===== config.mk =====
export PLATFORM = sky130hd
export DESIGN_NAME = pipe_front_regs_flat
export DESIGN_NICKNAME = d
export VERILOG_FILES = /design/src/rtl/pipe_front_regs_if.sv /design/src/rtl/pipe_front_regs.sv /design/src/flat_wrapper.sv
export SDC_FILE = /design/constraint.sdc
export NUM_CORES = 1
export LEC_CHECK = 0
export ABC_AREA = 1
export ABC_CLOCK_PERIOD_IN_PS = 10100
export CAP_MARGIN = 0
export CORE_MARGIN = 3
export CORE_UTILIZATION = 46
export DETAILED_ROUTE_END_ITERATION = 8
export PLACE_DENSITY = 0.81
export SLEW_MARGIN = 10
export SYNTH_ARGS = -nofsm -noshare
export SYNTH_HDL_FRONTEND = slang
export SYNTH_SLANG_ARGS = --single-unit
export TNS_END_PERCENT = 10

===== constraint.sdc =====
create_clock -name clk -period 10.1 [get_ports clk]
set_input_delay 1.515 -clock clk [delete_from_list [all_inputs] [get_ports clk]]
set_output_delay 1.515 -clock clk [all_outputs]
set_load 0.05 [all_outputs]

===== src/rtl/pipe_front_regs_if.sv =====
// Fetch/pipeline-register bundle: imem and X-stage controls in, stage registers out.
// The master side drives fetch data and controls; the slave side is the pipe_front_regs block.
interface pipe_front_regs_if #(
    parameter int AWIDTH = 32,
    parameter int DWIDTH = 32,
    parameter int CWIDTH = 32
);
    logic [DWIDTH-1:0] inst_f;
    logic [DWIDTH-1:0] alu_out;
    logic              PCSel;
    logic              stall;
    logic              flush;
    logic [AWIDTH-1:0] pc_f;
    logic [AWIDTH-1:0] pc_x;
    logic [AWIDTH-1:0] pc_m;
    logic [AWIDTH-1:0] pc_w;
    logic [AWIDTH-1:0] pc4_w;
    logic [DWIDTH-1:0] inst_x;
    logic [DWIDTH-1:0] inst_m;
    logic [DWIDTH-1:0] inst_w;
    logic              valid_x;
    logic              valid_m;
    logic              valid_w;
    logic [CWIDTH-1:0] instret;

    modport master (
        output inst_f, alu_out, PCSel, stall, flush,
        input  pc_f, pc_x, pc_m, pc_w, pc4_w,
        input  inst_x, inst_m, inst_w,
        input  valid_x, valid_m, valid_w, instret
    );

    modport slave (
        input  inst_f, alu_out, PCSel, stall, flush,
        output pc_f, pc_x, pc_m, pc_w, pc4_w,
        output inst_x, inst_m, inst_w,
        output valid_x, valid_m, valid_w, instret
    );
endinterface


===== src/rtl/pipe_front_regs.sv =====
// Fetch PC and X/M/W instruction/PC pipeline registers with stall, bubble and
// wrong-path squash handling, plus a retired-instruction counter.
module pipe_front_regs #(
    parameter int                AWIDTH   = 32,
    parameter int                DWIDTH   = 32,
    parameter logic [AWIDTH-1:0] RESET_PC = '0,
    parameter logic [DWIDTH-1:0] NOP      = 32'h0000_0013,
    parameter int                CWIDTH   = 32
) (
    input logic              clk,
    input logic              rst,
    pipe_front_regs_if.slave bus
);

    logic [AWIDTH-1:0] pc_f_q, pc_f_d;
    logic [AWIDTH-1:0] pc_x_q, pc_x_d;
    logic [AWIDTH-1:0] pc_m_q, pc_m_d;
    logic [AWIDTH-1:0] pc_w_q, pc_w_d;
    logic [DWIDTH-1:0] inst_x_q, inst_x_d;
    logic [DWIDTH-1:0] inst_m_q, inst_m_d;
    logic [DWIDTH-1:0] inst_w_q, inst_w_d;
    logic              valid_x_q, valid_x_d;
    logic              valid_m_q, valid_m_d;
    logic              valid_w_q, valid_w_d;
    logic [CWIDTH-1:0] instret_q, instret_d;

    logic              kill;
    logic [DWIDTH-1:0] target;
    logic [AWIDTH-1:0] pc_plus4;

    // stall outranks any redirect or squash; the controller re-raises them later
    assign kill     = (bus.PCSel | bus.flush) & ~bus.stall;
    assign target   = bus.alu_out & ~DWIDTH'(1);
    assign pc_plus4 = pc_f_q + AWIDTH'(4);

    always_comb begin
        pc_f_d    = pc_plus4;
        pc_x_d    = pc_f_q;
        inst_x_d  = bus.inst_f;
        valid_x_d = 1'b1;
        pc_m_d    = pc_x_q;
        inst_m_d  = inst_x_q;
        valid_m_d = valid_x_q;
        pc_w_d    = pc_m_q;
        inst_w_d  = inst_m_q;
        valid_w_d = valid_m_q;
        instret_d = instret_q + (valid_w_q ? CWIDTH'(1) : CWIDTH'(0));

        if (bus.stall) begin
            pc_f_d    = pc_f_q;
            pc_x_d    = pc_x_q;
            inst_x_d  = inst_x_q;
            valid_x_d = valid_x_q;
            pc_m_d    = '0;
            inst_m_d  = NOP;
            valid_m_d = 1'b0;
        end else if (kill) begin
            pc_x_d    = '0;
            inst_x_d  = NOP;
            valid_x_d = 1'b0;
            if (bus.PCSel) begin
                pc_f_d = target[AWIDTH-1:0];
            end
        end
    end

    always_ff @(posedge clk or posedge rst) begin
        if (rst) begin
            pc_f_q    <= RESET_PC;
            pc_x_q    <= '0;
            pc_m_q    <= '0;
            pc_w_q    <= '0;
            inst_x_q  <= NOP;
            inst_m_q  <= NOP;
            inst_w_q  <= NOP;
            valid_x_q <= 1'b0;
            valid_m_q <= 1'b0;
            valid_w_q <= 1'b0;
            instret_q <= '0;
        end else begin
            pc_f_q    <= pc_f_d;
            pc_x_q    <= pc_x_d;
            pc_m_q    <= pc_m_d;
            pc_w_q    <= pc_w_d;
            inst_x_q  <= inst_x_d;
            inst_m_q  <= inst_m_d;
            inst_w_q  <= inst_w_d;
            valid_x_q <= valid_x_d;
            valid_m_q <= valid_m_d;
            valid_w_q <= valid_w_d;
            instret_q <= instret_d;
        end
    end

    assign bus.pc_f    = pc_f_q;
    assign bus.pc_x    = pc_x_q;
    assign bus.pc_m    = pc_m_q;
    assign bus.pc_w    = pc_w_q;
    assign bus.pc4_w   = pc_w_q + AWIDTH'(4);
    assign bus.inst_x  = inst_x_q;
    assign bus.inst_m  = inst_m_q;
    assign bus.inst_w  = inst_w_q;
    assign bus.valid_x = valid_x_q;
    assign bus.valid_m = valid_m_q;
    assign bus.valid_w = valid_w_q;
    assign bus.instret = instret_q;

endmodule


===== src/flat_wrapper.sv =====
// flat-port wrapper written by rule: the top's interface ports become plain ports
module pipe_front_regs_flat 
#(
    parameter int                AWIDTH   = 32,
    parameter int                DWIDTH   = 32,
    parameter logic [AWIDTH-1:0] RESET_PC = '0,
    parameter logic [DWIDTH-1:0] NOP      = 32'h0000_0013,
    parameter int                CWIDTH   = 32
)
  (clk, rst, bus_inst_f, bus_alu_out, bus_PCSel, bus_stall, bus_flush, bus_pc_f, bus_pc_x, bus_pc_m, bus_pc_w, bus_pc4_w, bus_inst_x, bus_inst_m, bus_inst_w, bus_valid_x, bus_valid_m, bus_valid_w, bus_instret);
  pipe_front_regs_if #(.AWIDTH(AWIDTH), .DWIDTH(DWIDTH), .CWIDTH(CWIDTH)) bus_i ();
  input logic clk;
  input logic rst;
  input wire logic [$bits(bus_i.inst_f)-1:0] bus_inst_f;
  input wire logic [$bits(bus_i.alu_out)-1:0] bus_alu_out;
  input wire logic [$bits(bus_i.PCSel)-1:0] bus_PCSel;
  input wire logic [$bits(bus_i.stall)-1:0] bus_stall;
  input wire logic [$bits(bus_i.flush)-1:0] bus_flush;
  output wire logic [$bits(bus_i.pc_f)-1:0] bus_pc_f;
  output wire logic [$bits(bus_i.pc_x)-1:0] bus_pc_x;
  output wire logic [$bits(bus_i.pc_m)-1:0] bus_pc_m;
  output wire logic [$bits(bus_i.pc_w)-1:0] bus_pc_w;
  output wire logic [$bits(bus_i.pc4_w)-1:0] bus_pc4_w;
  output wire logic [$bits(bus_i.inst_x)-1:0] bus_inst_x;
  output wire logic [$bits(bus_i.inst_m)-1:0] bus_inst_m;
  output wire logic [$bits(bus_i.inst_w)-1:0] bus_inst_w;
  output wire logic [$bits(bus_i.valid_x)-1:0] bus_valid_x;
  output wire logic [$bits(bus_i.valid_m)-1:0] bus_valid_m;
  output wire logic [$bits(bus_i.valid_w)-1:0] bus_valid_w;
  output wire logic [$bits(bus_i.instret)-1:0] bus_instret;
  assign bus_i.inst_f = bus_inst_f;
  assign bus_i.alu_out = bus_alu_out;
  assign bus_i.PCSel = bus_PCSel;
  assign bus_i.stall = bus_stall;
  assign bus_i.flush = bus_flush;
  assign bus_pc_f = bus_i.pc_f;
  assign bus_pc_x = bus_i.pc_x;
  assign bus_pc_m = bus_i.pc_m;
  assign bus_pc_w = bus_i.pc_w;
  assign bus_pc4_w = bus_i.pc4_w;
  assign bus_inst_x = bus_i.inst_x;
  assign bus_inst_m = bus_i.inst_m;
  assign bus_inst_w = bus_i.inst_w;
  assign bus_valid_x = bus_i.valid_x;
  assign bus_valid_m = bus_i.valid_m;
  assign bus_valid_w = bus_i.valid_w;
  assign bus_instret = bus_i.instret;
  pipe_front_regs #(.AWIDTH(AWIDTH), .DWIDTH(DWIDTH), .RESET_PC(RESET_PC), .NOP(NOP), .CWIDTH(CWIDTH)) u_core (.clk(clk), .rst(rst), .bus(bus_i));
endmodule

* After elaboration in Yosys (flattened, before gate mapping)
Index checks and enable logic that the tools add are counted.
** Word-level totals
- Output and inout port bits :: 291
- Latch bits :: 0
- RAM bits :: 0
- Word-level logic and storage cells :: 26
- Register bits :: 259
- Memory bits (read-only) :: 0
- Memories kept :: 0
- Input bits :: 69
** Operators by class
- $add $sub $neg :: 3
- Multiplexer cells :: 9
- Multipliers :: 0
- Equal/unequal tests :: 0
- Shift operators :: 0
- Bitwise gates (word level) :: 3
- Div/mod/pow operators :: 0
- Reduce and logical (&&, ||, !) cells :: 0
- $lt $le $gt $ge :: 0
** Operator list (count)
- 2-to-1 mux 32 bit :: 6
- adder 32 x 3 -> 32 bit, second input constant :: 2
- adder 32 bit :: 1
- 2-to-1 mux 1 bit :: 3
- AND 1 bit :: 1
- NOT 1 bit :: 1
- bitwise OR 1 bit :: 1

* Logic depth before layout (Yosys ltp)
Gate-level depths: netlist of run 1.
- Word-level depth :: 3
- Depth in mapped cells :: 10
- Gate-level depth less buffers :: 10

* Least setup slack after synthesis of run 1
No wires, ideal clock.
- Path type :: register to output
- Start :: register u_core.pc_w_q[2] (netlist: u_core.bus.pc_w[2])
- End :: output port bus_pc4_w[24]
- Arrival :: 2.339 ns
- Buffers on the path :: 0
- Setup slack :: 6.246 ns
- Required time :: 8.585 ns
- Stages on the path, launching flop included :: 9
- Path through :: dfrtp_1 ha_1 nand3_2 nor2_4 nand2_2 nor2_4 nand2_2 nor2_2 xor2_1
** Between the ends
- Word-level cells in the longest chain between the ends :: 1
** Ends and longest elaborated chain
- start: declaration :: line pipe_front_regs.sv:18 : logic [AWIDTH-1:0] pc_w_q, pc_w_d;
- start signal: assignment :: line pipe_front_regs.sv:84 : pc_w_q <= pc_w_d;
- adder 32 x 3 -> 32 bit :: line pipe_front_regs.sv:99 : assign bus.pc4_w = pc_w_q + AWIDTH'(4);
- end: declaration :: line flat_wrapper.sv:23 : output wire logic [$bits(bus_i.pc4_w)-1:0] bus_pc4_w;
No other way between the ends.

* Final worst setup path of run 1
- Start :: register u_core.pc_w_q[2] (netlist: u_core.bus.pc_w[2])
- End :: output port bus_pc4_w[18]
The elaborated chain is that of the path after synthesis.

==> results of run 1 <==
[placed cells by master, fill, tap and decap left out, drive strengths merged, types with 6 or more instances in the layout]
cell type      count
a211oi             6
clkinv             9
clkdlybuf4s50    356
dfrtp            249
nand4              8
nand2            231
xnor2             24
inv              136
nor3              24
clkbuf            32
dfstp              9
nand3             87
o22ai             29
o21ai             49
nor2             179
buf                7
bufinv             9
xor2              30
[report_power, final]
part | leakage (nW) | internal, mW | switching, mW
registers | 3.43 | 1.10 | 0.0658
logic | 2.98 | 0.181 | 0.419
clock network | 0.534 | 0.759 | 0.422
[area by class of cell]
type / instances / area, µm²
clock buffers: 32 / 744
repair buffers: 363 / 3620
clock inverters: 18 / 340
flip-flops and latches: 258 / 6470
fillers: 1709 / 7130
inverters: 137 / 522
well taps: 285 / 357
multi-input cells: 694 / 3530
[per-layer routing]
layer | GRT usage [%] | up-vias
li1 | - | 4262
met3 | 5.87 | 79
met5 | 0 | -
met4 | 8.89 | 0
met1 | 33.6 | 4379
met2 | 42.5 | 376
[metrics by stage]
stage               cell area, µm²  utilization [%]  cells  setup WS [ns]  power (mW)
floorplan                    10700                -   1127           1.50        1.54
global placement             14500             63.8   1737           5.60        1.77
detailed placement           14500             63.8   1737           5.54        1.78
CTS                          15600             68.6   1787           5.60        2.97
global route                 15600             68.6   1787           5.42        3.05
finish                       15600             68.6   1787           5.64        2.94
[flip-flops by register name, indices dropped and copies added (netlist names), 31 cells and up]
name                cells
u_core.bus.instret     32
u_core.bus.inst_w      32
u_core.bus.pc_f        31
u_core.bus.pc_w        32
u_core.bus.pc_x        32
u_core.bus.inst_m      32
u_core.bus.pc_m        32
u_core.bus.inst_x      32
[final timing paths]
check	startpoint	to	depth (start not counted)
worst max-delay path	u_core.bus.pc_w[2]	bus_pc4_w[18]	6
worst min-delay path	u_core.bus.inst_m[1]	u_core.bus.inst_w[1]	0
worst max register to register	u_core.bus.instret[0]	u_core.bus.instret[30]	8
worst min register to register	u_core.bus.inst_m[1]	u_core.bus.inst_w[1]	0
max in group asynchronous	rst	u_core.bus.pc_x[1]	3
min in group asynchronous	rst	u_core.bus.pc_m[6]	2
[cells by family after synthesis]
group / count (synthesis) / synth area share [%]
flip-flops: 258 / 60.6
buffers and inverters: 175 / 6.42
XOR/XNOR: 54 / 4.43
other: 1 / 0.0351
AO/OA/AOI/OAI: 97 / 5.22
adder cells (fa/ha/maj): 4 / 0.469
AND/OR/NAND/NOR: 538 / 22.9
==> report_table.html, run 1 <==
<table>
<tr><th>Metric</th><th>Value</th></tr>
<tr><th colspan="2">Routing</th></tr>
<tr><td>Final routed wire length divided by cell count</td><td>18.4 µm</td></tr>
<tr><td>DRC violation total after the first TritonRoute iteration</td><td>552</td></tr>
<tr><td>Uppermost layer routed</td><td>met4</td></tr>
<tr><td>Pre-antenna DRT Iters</td><td>5</td></tr>
<tr><td>Number of vias per cell after detailed routing</td><td>roughly 5.1</td></tr>
<tr><td>Routed wire length on met3</td><td>2.52 mm</td></tr>
<tr><td>Via count of the routed design</td><td>between 9000 and 10000</td></tr>
<tr><td>Detailed-route wire length on metal 1</td><td>13.2 mm</td></tr>
<tr><td>Routed Wire Length</td><td>32.8 mm</td></tr>
<tr><td>Sum of met2 wire segment lengths after detailed routing</td><td>15.9 mm</td></tr>
<tr><td># DRC</td><td>0</td></tr>
<tr><td>Number of nets with antenna violations after detailed routing</td><td>0</td></tr>
<tr><th colspan="2">Synthesis</th></tr>
<tr><td>Total of warnings raised by yosys</td><td>0</td></tr>
<tr><td>Sequential element share of the synthesized area</td><td>60.6%</td></tr>
<tr><td>Most used flip-flop cell after synthesis</td><td>dfrtp_1</td></tr>
<tr><td>Ranking of synthesized cells by area</td><td>dfrtp_1 58%, nand2_1 7.8%, nor2_1 5.4%, inv_1 4.6%, nand3_1 3.9%</td></tr>
<tr><td>Avg Cell Area, Syn</td><td>9.48 µm²</td></tr>
<tr><td>Cell area after technology mapping</td><td>10700 µm²</td></tr>
<tr><td>Count of cell types in the netlist</td><td>39</td></tr>
<tr><td>Most instantiated cells after synthesis</td><td>249 x dfrtp_1, 221 x nand2_1, 155 x nor2_1</td></tr>
<tr><td>Top-count cell post-synth</td><td>dfrtp_1</td></tr>
<tr><td>Synthesized net count</td><td>1200</td></tr>
<tr><td>Library cell occupying the most area in the post-synthesis netlist</td><td>dfrtp_1</td></tr>
<tr><td>Synthesized netlist cell count</td><td>approximately 1100</td></tr>
<tr><td>Number of synthesized flops with an enable pin</td><td>0</td></tr>
<tr><td>Share of flip-flops with an asynchronous set or reset after synthesis</td><td>100%</td></tr>
<tr><td>Flop and latch count out of synthesis</td><td>~260</td></tr>
<tr><td>Top-area cell type share of the netlist area</td><td>58.3%</td></tr>
<tr><th colspan="2">Clocking</th></tr>
<tr><td>CTS tree</td><td>yes</td></tr>
<tr><td>Number of sinks driven by the clock tree</td><td>about 260</td></tr>
<tr><td>Clock transition at path regs</td><td>0.06 ns</td></tr>
<tr><td>Buffer depth of the longest clock path</td><td>3</td></tr>
<tr><td>H-tree depth</td><td>1</td></tr>
<tr><td># resized after CTS</td><td>0</td></tr>
<tr><td>Number of hold buffers added after cts</td><td>0</td></tr>
<tr><td>Clock latency on the worst-skew pair</td><td>around 0.54 ns</td></tr>
<tr><td>Number of CTS-inserted buffers</td><td>27</td></tr>
<tr><td>Root cell of the clock tree</td><td>clkbuf_16</td></tr>
<tr><td>Postcts setup bufs</td><td>0</td></tr>
<tr><th colspan="2">Placement</th></tr>
<tr><td>Count of input and output buffers</td><td>357</td></tr>
<tr><td>Final weighted congestion of routability-driven global placement</td><td>0.906</td></tr>
<tr><td>DP Wirelength</td><td>~24 mm</td></tr>
<tr><th colspan="2">Setup path</th></tr>
<tr><td>Crit path required time</td><td>8.59 ns</td></tr>
<tr><td>Data arrival time of the worst path</td><td>2.94 ns</td></tr>
<tr><td>Crit. End Element</td><td>output pin</td></tr>
<tr><td>Category of the most critical setup path</td><td>flip-flop to output pin</td></tr>
<tr><td>Largest driver fanout on the critical path</td><td>4</td></tr>
<tr><td>Critical path, cell by cell</td><td>ha_1 -&gt; nand3_2 -&gt; nor3_1 -&gt; nand3_1 -&gt; xor2_1 -&gt; clkdlybuf4s50_1</td></tr>
<tr><td>CP peak stage delay</td><td>0.85 ns</td></tr>
<tr><td>Startpoint type of the worst setup path</td><td>flip-flop</td></tr>
<tr><td>Worst path buffer plus inverter count</td><td>1</td></tr>
<tr><td>Worst R2R Setup Slack</td><td>8.30 ns</td></tr>
<tr><td>Kind of cell with the highest combined delay on the critical path</td><td>buffers and inverters</td></tr>
<tr><td>Crit-path slowest cell</td><td>clkdlybuf4s50_1</td></tr>
<tr><th colspan="2">STA</th></tr>
<tr><td>Least-Margin Pin Slew</td><td>about 1.1 ns</td></tr>
<tr><td>Worst setup skew after layout</td><td>0.00848 ns</td></tr>
<tr><td>Achievable Freq</td><td>224 MHz</td></tr>
<tr><td>Total Neg Setup Slack</td><td>0 ns</td></tr>
<tr><td>Count of endpoints failing hold in the final timing report</td><td>0</td></tr>
<tr><td>Final count of negative-setup-slack endpoints</td><td>0</td></tr>
<tr><td>Time the worst path needs with I/O delays and setup</td><td>4.46 ns</td></tr>
<tr><td>Slew margin rel.</td><td>23.1%</td></tr>
<tr><td>Final number of max-transition violations</td><td>0</td></tr>
<tr><td>Unrepaired setup endpoints after global routing</td><td>no</td></tr>
<tr><td>Final period utilization</td><td>between 40 and 50%</td></tr>
<tr><td>Fin Hold WS</td><td>around 0.37 ns</td></tr>
<tr><th colspan="2">Floorplanning</th></tr>
<tr><td>Standard-cell row count</td><td>55</td></tr>
<tr><td>Count of boundary I/O pins</td><td>360</td></tr>
<tr><td>Starting density of the core</td><td>47.0%</td></tr>
<tr><td>Placeable core area</td><td>22700 µm²</td></tr>
<tr><td>Height of the chip</td><td>158 µm</td></tr>
<tr><td>DIE WIDTH</td><td>158 µm</td></tr>
<tr><td>Full die area</td><td>25100 µm²</td></tr>
<tr><th colspan="2">Final layout</th></tr>
<tr><td># diodes</td><td>0</td></tr>
<tr><td>Fraction of layout cells with a size suffix above 1</td><td>8.26%</td></tr>
<tr><td>Area growth from synthesis to final layout</td><td>45.9%</td></tr>
<tr><td>Nets</td><td>1554</td></tr>
<tr><th colspan="2">Global routing</th></tr>
<tr><td>Total congestion overflow after global routing</td><td>0</td></tr>
<tr><td>Antenna violations before repair</td><td>0</td></tr>
<tr><td>Wire length of the first global-routing pass</td><td>50.4 mm</td></tr>
<tr><td>Total global-route track usage</td><td>around a quarter</td></tr>
<tr><td>Pin count of the biggest net entering global routing</td><td>125</td></tr>
<tr><td>Vias in the first global route</td><td>9167</td></tr>
<tr><th colspan="2">Run</th></tr>
<tr><td>Maximum Capacitance Violations</td><td>0</td></tr>
<tr><th colspan="2">Power</th></tr>
<tr><td>P per Cell Area</td><td>about 190 nW/µm²</td></tr>
<tr><td>Leak</td><td>roughly 6.9 nW</td></tr>
<tr><td>Peak supply drop</td><td>0.000160 V</td></tr>
<tr><th colspan="2">Status</th></tr>
<tr><td>Status</td><td>complete, no violations</td></tr>
<tr><th colspan="2">Worst hold path</th></tr>
<tr><td>Classification of the worst-slack hold path</td><td>flip-flop to flip-flop</td></tr>
</table>
(Power assumes the default switching activity.)
==> inputs of run 2 (changes only) <==
--- a/config.mk
+++ b/config.mk
@@ -6,7 +6,7 @@
 export NUM_CORES = 1
 export LEC_CHECK = 0
 export ABC_AREA = 1
-export ABC_CLOCK_PERIOD_IN_PS = 10100
+export ABC_CLOCK_PERIOD_IN_PS = 4200
 export CAP_MARGIN = 0
 export CORE_MARGIN = 3
 export CORE_UTILIZATION = 46
==> constraint.sdc (replaced) <==
create_clock -name clk -period 4.2 [get_ports clk]
set_input_delay 0.63 -clock clk [delete_from_list [all_inputs] [get_ports clk]]
set_output_delay 0.63 -clock clk [all_outputs]
set_load 0.05 [all_outputs]
==> run 2 against run 1 <==
Net effect:
- utilization shrank 0.42 points
- first-iteration DRC count grew 5.8%
- sequential share of layout area grew 0.25 points
- cell count is essentially flat
- register-to-register slack lost 5.9 ns
==> report_table.html, run 2 (synthesis results as in run 1) <==
<table>
<tr><th>Metric</th><th>Value</th></tr>
<tr><th colspan="2">Status</th></tr>
<tr><td>Status</td><td>complete, no violations</td></tr>
<tr><th colspan="2">Worst hold path</th></tr>
<tr><td>Hold worst-path end</td><td>u_core.bus.inst_w[4]</td></tr>
<tr><td>Hold path start</td><td>u_core.bus.inst_m[4]</td></tr>
<tr><td>Classification of the worst-slack hold path</td><td>flip-flop to flip-flop</td></tr>
<tr><td>Worst hold path cell count</td><td>0 (unchanged)</td></tr>
<tr><th colspan="2">Setup path</th></tr>
<tr><td>Category of the most critical setup path</td><td>flip-flop to output pin</td></tr>
<tr><td>Depth of the worst register-to-register path</td><td>8 (unchanged)</td></tr>
<tr><td>Largest driver fanout on the critical path</td><td>4 (unchanged)</td></tr>
<tr><td>Critical R2R Capture</td><td>u_core.bus.instret[30]</td></tr>
<tr><td>Kind of cell with the highest combined delay on the critical path</td><td>buffers and inverters</td></tr>
<tr><td>Startpoint type of the worst setup path</td><td>flip-flop</td></tr>
<tr><td>Worst R2R Setup Slack</td><td>2.39 ns (-5.91 ns)</td></tr>
<tr><td>Crit. End Element</td><td>output pin</td></tr>
<tr><td>Critical path, cell by cell</td><td>ha_1 -&gt; nand3_2 -&gt; nor3_1 -&gt; nand3_1 -&gt; xor2_1 -&gt; clkdlybuf4s50_1</td></tr>
<tr><td>Critical register-to-register path startpoint</td><td>u_core.bus.instret[0]</td></tr>
<tr><td>CP peak stage delay</td><td>0.82 ns (-0.03 ns)</td></tr>
<tr><td>Data arrival time of the worst path</td><td>2.92 ns (-0.02 ns)</td></tr>
<tr><td>Crit path required time</td><td>3.57 ns (-5.02 ns)</td></tr>
<tr><td>Crit-path slowest cell</td><td>clkdlybuf4s50_1</td></tr>
<tr><td>Worst path buffer plus inverter count</td><td>1 (unchanged)</td></tr>
<tr><th colspan="2">Floorplanning</th></tr>
<tr><td>Starting density of the core</td><td>47.0% (unchanged)</td></tr>
<tr><td>Standard-cell row count</td><td>55 (unchanged)</td></tr>
<tr><td>DIE WIDTH</td><td>158 µm (unchanged)</td></tr>
<tr><td>Height of the chip</td><td>158 µm (unchanged)</td></tr>
<tr><td>Full die area</td><td>25100 µm² (unchanged)</td></tr>
<tr><td>Placeable core area</td><td>22700 µm² (unchanged)</td></tr>
<tr><td>Count of boundary I/O pins</td><td>360 (unchanged)</td></tr>
<tr><th colspan="2">STA</th></tr>
<tr><td>Slew margin rel.</td><td>21.9% (-1.2 points)</td></tr>
<tr><td>Time the worst path needs with I/O delays and setup</td><td>3.55 ns</td></tr>
<tr><td>Final count of negative-setup-slack endpoints</td><td>0 (unchanged)</td></tr>
<tr><td>Worst setup skew after layout</td><td>0.0105 ns (+0.00199 ns)</td></tr>
<tr><td>Total Neg Setup Slack</td><td>0 ns (unchanged)</td></tr>
<tr><td>Final number of max-transition violations</td><td>0 (unchanged)</td></tr>
<tr><td>Least-Margin Pin Slew</td><td>1.17 ns (+0.0257 ns)</td></tr>
<tr><td>Worst-case setup margin in the final layout</td><td>0.649 ns (-4.99 ns)</td></tr>
<tr><td>Final period utilization</td><td>a little over four fifths</td></tr>
<tr><td>Count of endpoints failing hold in the final timing report</td><td>0 (unchanged)</td></tr>
<tr><td>Unrepaired setup endpoints after global routing</td><td>no</td></tr>
<tr><td>Achievable Freq</td><td>282 MHz</td></tr>
<tr><th colspan="2">Routing</th></tr>
<tr><td>Final routed wire length divided by cell count</td><td>18.2 µm (-0.88%)</td></tr>
<tr><td>Number of vias per cell after detailed routing</td><td>5.09 (about the same)</td></tr>
<tr><td>DRC violation total after the first TritonRoute iteration</td><td>584 (+5.8%)</td></tr>
<tr><td>Routed Wire Length</td><td>32.6 mm (-0.83%)</td></tr>
<tr><td>Via count of the routed design</td><td>9105 (+0.099%)</td></tr>
<tr><td>Pre-antenna DRT Iters</td><td>5 (unchanged)</td></tr>
<tr><td># DRC</td><td>0 (unchanged)</td></tr>
<tr><td>Number of nets with antenna violations after detailed routing</td><td>0 (unchanged)</td></tr>
<tr><th colspan="2">Placement</th></tr>
<tr><td>Instance count after placement with tap cells included</td><td>1740 (+0.17%)</td></tr>
<tr><td>Worst setup slack after placement</td><td>1.17 ns (-4.37 ns)</td></tr>
<tr><td>Final weighted congestion of routability-driven global placement</td><td>0.918 (+1.4%)</td></tr>
<tr><td>Count of input and output buffers</td><td>357 (unchanged)</td></tr>
<tr><td>DP Wirelength</td><td>24.0 mm (+1.2%)</td></tr>
<tr><th colspan="2">Final layout</th></tr>
<tr><td>Nets</td><td>1556 (+0.13%)</td></tr>
<tr><td>Register Area</td><td>6470 µm² (unchanged)</td></tr>
<tr><td>Fraction of layout cells with a size suffix above 1</td><td>8.12% (-0.13 points)</td></tr>
<tr><td>Area growth from synthesis to final layout</td><td>45.0%</td></tr>
<tr><td>Most frequent cells in the layout</td><td>356 x clkdlybuf4s50_1, 249 x dfrtp_1, 221 x nand2_1</td></tr>
<tr><td>Final std cells w/o fill</td><td>1788 (+0.056%)</td></tr>
<tr><td>Filler Cell Count</td><td>1752 (+2.5%)</td></tr>
<tr><td>Most common cell after layout, fill and taps aside</td><td>clkdlybuf4s50_1</td></tr>
<tr><td>Footprint of the multi-input gates</td><td>3530 µm² (unchanged)</td></tr>
<tr><th colspan="2">Clocking</th></tr>
<tr><td>Number of CTS-inserted buffers</td><td>26 (-3.7%)</td></tr>
<tr><td>Clock transition at path regs</td><td>0.06 ns (about the same)</td></tr>
<tr><td>H-tree depth</td><td>1 (unchanged)</td></tr>
<tr><td>Number of sinks driven by the clock tree</td><td>258 (unchanged)</td></tr>
<tr><td>Postcts setup bufs</td><td>0 (unchanged)</td></tr>
<tr><td># resized after CTS</td><td>0 (unchanged)</td></tr>
<tr><td>Root cell of the clock tree</td><td>clkbuf_16</td></tr>
<tr><td>Buffer depth of the longest clock path</td><td>3 (unchanged)</td></tr>
<tr><td>CTS tree</td><td>yes</td></tr>
<tr><td>Number of hold buffers added after cts</td><td>0 (unchanged)</td></tr>
<tr><td>Clock latency on the worst-skew pair</td><td>0.52 ns (-0.02 ns)</td></tr>
<tr><th colspan="2">Global routing</th></tr>
<tr><td>Wire length of the first global-routing pass</td><td>49.8 mm (-1.1%)</td></tr>
<tr><td>Vias in the first global route</td><td>9031 (-1.5%)</td></tr>
<tr><td>Total congestion overflow after global routing</td><td>0 (unchanged)</td></tr>
<tr><td>Antenna violations before repair</td><td>0 (unchanged)</td></tr>
<tr><td>Pin count of the biggest net entering global routing</td><td>90 (-28%)</td></tr>
<tr><td>Total global-route track usage</td><td>25.3% (-0.40 points)</td></tr>
<tr><th colspan="2">Power</th></tr>
<tr><td>Overall power of the completed layout</td><td>6.71 mW (+130%)</td></tr>
<tr><td>P per Cell Area</td><td>433 nW/µm² (+130%)</td></tr>
<tr><td>Peak supply drop</td><td>0.000362 V (+130%)</td></tr>
<tr><td>Leak</td><td>6.90 nW (-0.65%)</td></tr>
<tr><th colspan="2">Run</th></tr>
<tr><td>Maximum Capacitance Violations</td><td>0 (unchanged)</td></tr>
</table>
## run 2: worst max-delay path by stage
| stage | start | to | cells after the start |
|---|---|---|---|
| final | u_core.bus.pc_w[2] | bus_pc4_w[18] | 6 |
| after global routing | u_core.bus.pc_w[2] | bus_pc4_w[26] | 6 |
| after CTS | u_core.bus.pc_w[2] | bus_pc4_w[18] | 6 |
| after detailed placement | u_core.bus.pc_w[2] | bus_pc4_w[26] | 6 |
| after global placement | u_core.bus.pc_w[2] | bus_pc4_w[26] | 6 |
| after floorplan | rst | u_core.bus.inst_m[10] | 1 |
## run 2: layout make-up
cell class	count	area share, %
antenna	1	0.0162
clock buffer	38	5.21
clock inverter	9	0.800
inverter	137	3.35
multi-input combinational	694	22.8
sequential	258	41.8
tap	285	2.30
timing repair buffer	366	23.7
## run 2: where the power goes
part	switching, mW	total [mW]	internal [mW]	leakage, nW
Combinational	1.00	1.44	0.440	3.01
Clock	0.958	2.47	1.51	0.466
Sequential	0.156	2.80	2.64	3.43
## run 2: stage by stage
stage	instance area, µm²	utilization [%]	hold WS, ns
after detailed placement	14600	64.1	0.357
final	15500	68.2	0.367
after floorplan	10700	-	0.471
after global placement	14600	64.1	0.355
after CTS	15500	68.2	0.366
after global routing	15500	68.2	0.373
## run 2: routing by layer
| metal | share of wire [%] | global-route usage [%] | wire, µm |
|---|---|---|---|
| met4 | 2.4 | 6.68 | 794 |
| met2 | 50 | 43.5 | 16200 |
| met5 | 0 | 0 | 0 |
| met3 | 7.6 | 5.57 | 2470 |
| met1 | 40 | 32.6 | 13100 |
==> inputs of run 3 (changes only) <==
--- a/config.mk
+++ b/config.mk
@@ -6,12 +6,12 @@
 export NUM_CORES = 1
 export LEC_CHECK = 0
 export ABC_AREA = 1
-export ABC_CLOCK_PERIOD_IN_PS = 4200
+export ABC_CLOCK_PERIOD_IN_PS = 3250
 export CAP_MARGIN = 0
 export CORE_MARGIN = 3
-export CORE_UTILIZATION = 46
+export CORE_UTILIZATION = 41
 export DETAILED_ROUTE_END_ITERATION = 8
-export PLACE_DENSITY = 0.81
+export PLACE_DENSITY = 0.76
 export SLEW_MARGIN = 10
 export SYNTH_ARGS = -nofsm -noshare
 export SYNTH_HDL_FRONTEND = slang
==> constraint.sdc (replaced) <==
create_clock -name clk -period 3.25 [get_ports clk]
set_input_delay 0.4875 -clock clk [delete_from_list [all_inputs] [get_ports clk]]
set_output_delay 0.4875 -clock clk [all_outputs]
set_load 0.05 [all_outputs]
==> run 3 against run 2 <==
Net effect:
- utilization fell by 6.2 points
- clock skew increased by 0.0053 ns
- global-route usage fell by 2.8 points
- worst setup slack worse by 0.50 ns
- count of clock-buffer cells in the layout shrank 4
- sequential cell count did not move
- register-to-register slack lost 0.87 ns
- cell count is 3.1% higher
- non-clock buffer count grew 9
- power is 33% higher
- first-iteration DRC count up 14%
==> report_table.html, run 3 (synthesis results as in run 1) <==
<table>
<tr><th>Metric</th><th>Value</th></tr>
<tr><th colspan="2">Floorplanning</th></tr>
<tr><td>DIE WIDTH</td><td>167 µm (+5.7%)</td></tr>
<tr><td>Height of the chip</td><td>167 µm (+5.7%)</td></tr>
<tr><td>Count of boundary I/O pins</td><td>360 (unchanged)</td></tr>
<tr><td>Standard-cell row count</td><td>58 (+5.5%)</td></tr>
<tr><td>Starting density of the core</td><td>42.0% (-5.0 points)</td></tr>
<tr><td>Placeable core area</td><td>25400 µm² (+12%)</td></tr>
<tr><td>Full die area</td><td>28000 µm² (+12%)</td></tr>
<tr><th colspan="2">Placement</th></tr>
<tr><td>Worst setup slack after placement</td><td>0.491 ns (-0.678 ns)</td></tr>
<tr><td>DP Wirelength</td><td>24.5 mm (+2.3%)</td></tr>
<tr><td>Count of input and output buffers</td><td>357 (unchanged)</td></tr>
<tr><td>Final weighted congestion of routability-driven global placement</td><td>0.884 (-3.8%)</td></tr>
<tr><th colspan="2">Power</th></tr>
<tr><td>Net switching power</td><td>2.78 mW (+31%)</td></tr>
<tr><td>Fraction of power consumed by the clock network</td><td>38.7% (+1.9 points)</td></tr>
<tr><td>P per Cell Area</td><td>568 nW/µm² (+31%)</td></tr>
<tr><td>Sw Ratio</td><td>31.1% (-0.50 points)</td></tr>
<tr><td>Relative contribution of combinational cells to total power</td><td>20.9% (-0.6 points)</td></tr>
<tr><td>Int Power</td><td>6.16 mW (+34%)</td></tr>
<tr><td>Leak</td><td>7.25 nW (+5.2%)</td></tr>
<tr><td>Peak supply drop</td><td>0.000385 V (+6.4%)</td></tr>
<tr><td>Relative contribution of sequential cells to total power</td><td>40.4% (-1.3 points)</td></tr>
<tr><th colspan="2">Setup path</th></tr>
<tr><td>CP peak stage delay</td><td>0.83 ns (about the same)</td></tr>
<tr><td>Category of the most critical setup path</td><td>flip-flop to output pin</td></tr>
<tr><td>Depth of the worst register-to-register path</td><td>8 (unchanged)</td></tr>
<tr><td>Critical path, cell by cell</td><td>nand3_1 -&gt; nor2_4 -&gt; nand2_4 -&gt; nor2_2 -&gt; xor2_1 -&gt; clkdlybuf4s50_1</td></tr>
<tr><td>Startpoint type of the worst setup path</td><td>flip-flop</td></tr>
<tr><td>Crit. End Element</td><td>output pin</td></tr>
<tr><td>Worst R2R Setup Slack</td><td>1.52 ns (-0.87 ns)</td></tr>
<tr><td>Data arrival time of the worst path</td><td>2.61 ns (-0.31 ns)</td></tr>
<tr><td>Critical register-to-register path startpoint</td><td>u_core.bus.instret[0]</td></tr>
<tr><td>Critical R2R Capture</td><td>u_core.bus.instret[30]</td></tr>
<tr><td>Crit-path slowest cell</td><td>clkdlybuf4s50_1</td></tr>
<tr><td>Largest driver fanout on the critical path</td><td>5 (+1)</td></tr>
<tr><td>Crit path required time</td><td>2.76 ns (-0.81 ns)</td></tr>
<tr><th colspan="2">STA</th></tr>
<tr><td>Worst-case setup margin in the final layout</td><td>0.149 ns (-0.500 ns)</td></tr>
<tr><td>Worst setup skew after layout</td><td>0.0157 ns (+0.00527 ns)</td></tr>
<tr><td>Final number of max-transition violations</td><td>0 (unchanged)</td></tr>
<tr><td>Count of endpoints failing hold in the final timing report</td><td>0 (unchanged)</td></tr>
<tr><td>Fin Hold WS</td><td>0.366 ns (-0.000681 ns)</td></tr>
<tr><td>Time the worst path needs with I/O delays and setup</td><td>just over 3 ns</td></tr>
<tr><td>Final period utilization</td><td>95.4%</td></tr>
<tr><td>Unrepaired setup endpoints after global routing</td><td>no</td></tr>
<tr><td>Achievable Freq</td><td>~320 MHz</td></tr>
<tr><td>Slew margin rel.</td><td>38.0% (+16 points)</td></tr>
<tr><td>Final count of negative-setup-slack endpoints</td><td>0 (unchanged)</td></tr>
<tr><td>Least-Margin Pin Slew</td><td>0.929 ns (-0.242 ns)</td></tr>
<tr><th colspan="2">Worst hold path</th></tr>
<tr><td>Classification of the worst-slack hold path</td><td>flip-flop to flip-flop</td></tr>
<tr><td>Hold path start</td><td>u_core.bus.inst_m[4]</td></tr>
<tr><td>Hold worst-path end</td><td>u_core.bus.inst_w[4]</td></tr>
<tr><td>Worst hold path cell count</td><td>0 (unchanged)</td></tr>
<tr><th colspan="2">Clocking</th></tr>
<tr><td>H-tree depth</td><td>1 (unchanged)</td></tr>
<tr><td>Clock transition at path regs</td><td>0.06 ns (about the same)</td></tr>
<tr><td>Clock latency on the worst-skew pair</td><td>0.54 ns (+0.02 ns)</td></tr>
<tr><td>Number of CTS-inserted buffers</td><td>27 (+3.8%)</td></tr>
<tr><td>Root cell of the clock tree</td><td>clkbuf_16</td></tr>
<tr><td>Number of sinks driven by the clock tree</td><td>258 (unchanged)</td></tr>
<tr><td>Buffer depth of the longest clock path</td><td>3 (unchanged)</td></tr>
<tr><td>CTS tree</td><td>yes</td></tr>
<tr><td>Postcts setup bufs</td><td>0 (unchanged)</td></tr>
<tr><th colspan="2">Routing</th></tr>
<tr><td>Via count of the routed design</td><td>8998 (-1.2%)</td></tr>
<tr><td>DRC violation total after the first TritonRoute iteration</td><td>667 (+14%)</td></tr>
<tr><td># DRC</td><td>0 (unchanged)</td></tr>
<tr><td>Number of vias per cell after detailed routing</td><td>4.88 (-4.2%)</td></tr>
<tr><td>Routed Wire Length</td><td>32.3 mm (-0.95%)</td></tr>
<tr><td>Pre-antenna DRT Iters</td><td>5 (unchanged)</td></tr>
<tr><td>Number of nets with antenna violations after detailed routing</td><td>0 (unchanged)</td></tr>
<tr><td>Final routed wire length divided by cell count</td><td>17.5 µm (-4.0%)</td></tr>
<tr><th colspan="2">Final layout</th></tr>
<tr><td>Area growth from synthesis to final layout</td><td>47.3%</td></tr>
<tr><td>Most frequent cells in the layout</td><td>336 x clkdlybuf4s50_1, 249 x dfrtp_1, 221 x nand2_1</td></tr>
<tr><td>Utilization of the core after routing</td><td>61.9% (-6.2 points)</td></tr>
<tr><td>Nets</td><td>1566 (+0.64%)</td></tr>
<tr><td>Fraction of layout cells with a size suffix above 1</td><td>8.72% (+0.60 points)</td></tr>
<tr><td>Most common cell after layout, fill and taps aside</td><td>clkdlybuf4s50_1</td></tr>
<tr><th colspan="2">Run</th></tr>
<tr><td>Maximum Capacitance Violations</td><td>0 (unchanged)</td></tr>
<tr><th colspan="2">Global routing</th></tr>
<tr><td>Vias in the first global route</td><td>8967 (-0.71%)</td></tr>
<tr><td>Total global-route track usage</td><td>22.5% (-2.8 points)</td></tr>
<tr><td>Antenna violations before repair</td><td>1 (+1)</td></tr>
<tr><td>Wire length of the first global-routing pass</td><td>50.8 mm (+1.9%)</td></tr>
<tr><td>Pin count of the biggest net entering global routing</td><td>55 (-39%)</td></tr>
<tr><td>Total congestion overflow after global routing</td><td>0 (unchanged)</td></tr>
<tr><th colspan="2">Status</th></tr>
<tr><td>Status</td><td>complete, no violations</td></tr>
</table>
[run 3: cell count changes in the layout (fill, tap and decap cells not counted), sizes merged, moves of 2 or more]
cell | before | now
dlygate4sd2 | 0 | 4
bufinv | 3 | 7
clkbuf | 38 | 34
clkdlybuf4s50 | 356 | 336
clkinvlp | 1 | 3
buf | 10 | 19
dlymetal6s2s | 0 | 15
[run 3: worst max path at each step]
stage	start	endpoint	slack [ns]	cells after the start
2_1_floorplan	rst	u_core.bus.inst_m[10]	-0.63	1
3_3_place_gp	u_core.bus.pc_w[2]	bus_pc4_w[18]	0.52	6
3_5_place_dp	u_core.bus.pc_w[2]	bus_pc4_w[10]	0.49	5
4_1_cts	u_core.bus.pc_w[2]	bus_pc4_w[30]	0.01	6
5_1_grt	u_core.bus.pc_w[4]	bus_pc4_w[13]	0.02	6
6_report	u_core.bus.pc_w[4]	bus_pc4_w[13]	0.15	6
[run 3: layer usage]
layer	track usage, %	part of all wire (%)
met2	38.6	49
met1	29.1	42
met3	5.17	6.9
met5	0	0
met4	5.73	2.4
[run 3: per-stage QoR]
step | total power [mW] | TNS, ns | cell area (µm²) | std cells
floorplan | 4.79 | -156.81 | 10700 | 1127
global placement | 5.52 | 0 | 14700 | 1794
detailed placement | 5.55 | 0 | 14700 | 1794
CTS | 9.02 | 0 | 15700 | 1843
global route | 9.27 | 0 | 15700 | 1844
finish | 8.94 | 0 | 15700 | 1844
[run 3: power by group through the flow]
stage	Combinational, mW	Sequential [mW]	Clock (mW)
2_1_floorplan	0.455	4.34	0
3_5_place_dp	1.88	3.67	0
5_1_grt	1.97	3.64	3.66
6_report	1.87	3.61	3.46
3_3_place_gp	1.87	3.65	0
4_1_cts	1.89	3.61	3.53
[run 3: timing repair]
item	in CTS	in global routing
hold buffers	0	0
setup endpoints to repair	5	16
resized for setup	5	16
[run 3: cell type report]
class / instances / area (µm²)
flip-flops and latches: 258 / 6470
multi-input cells: 694 / 3530
inverters: 137 / 518
well taps: 330 / 413
clock buffers: 34 / 742
diodes: 1 / 2.50
repair buffers: 375 / 3790
fillers: 2134 / 9670
clock inverters: 15 / 270
[run 3: critical path: cells and delay by family, from the launching register on]
family	cells	cell delay, ns
XOR/XNOR	1	0.19
flip-flops	1	0.41
AND/OR/NAND/NOR	4	0.64
buffers and inverters	1	0.83
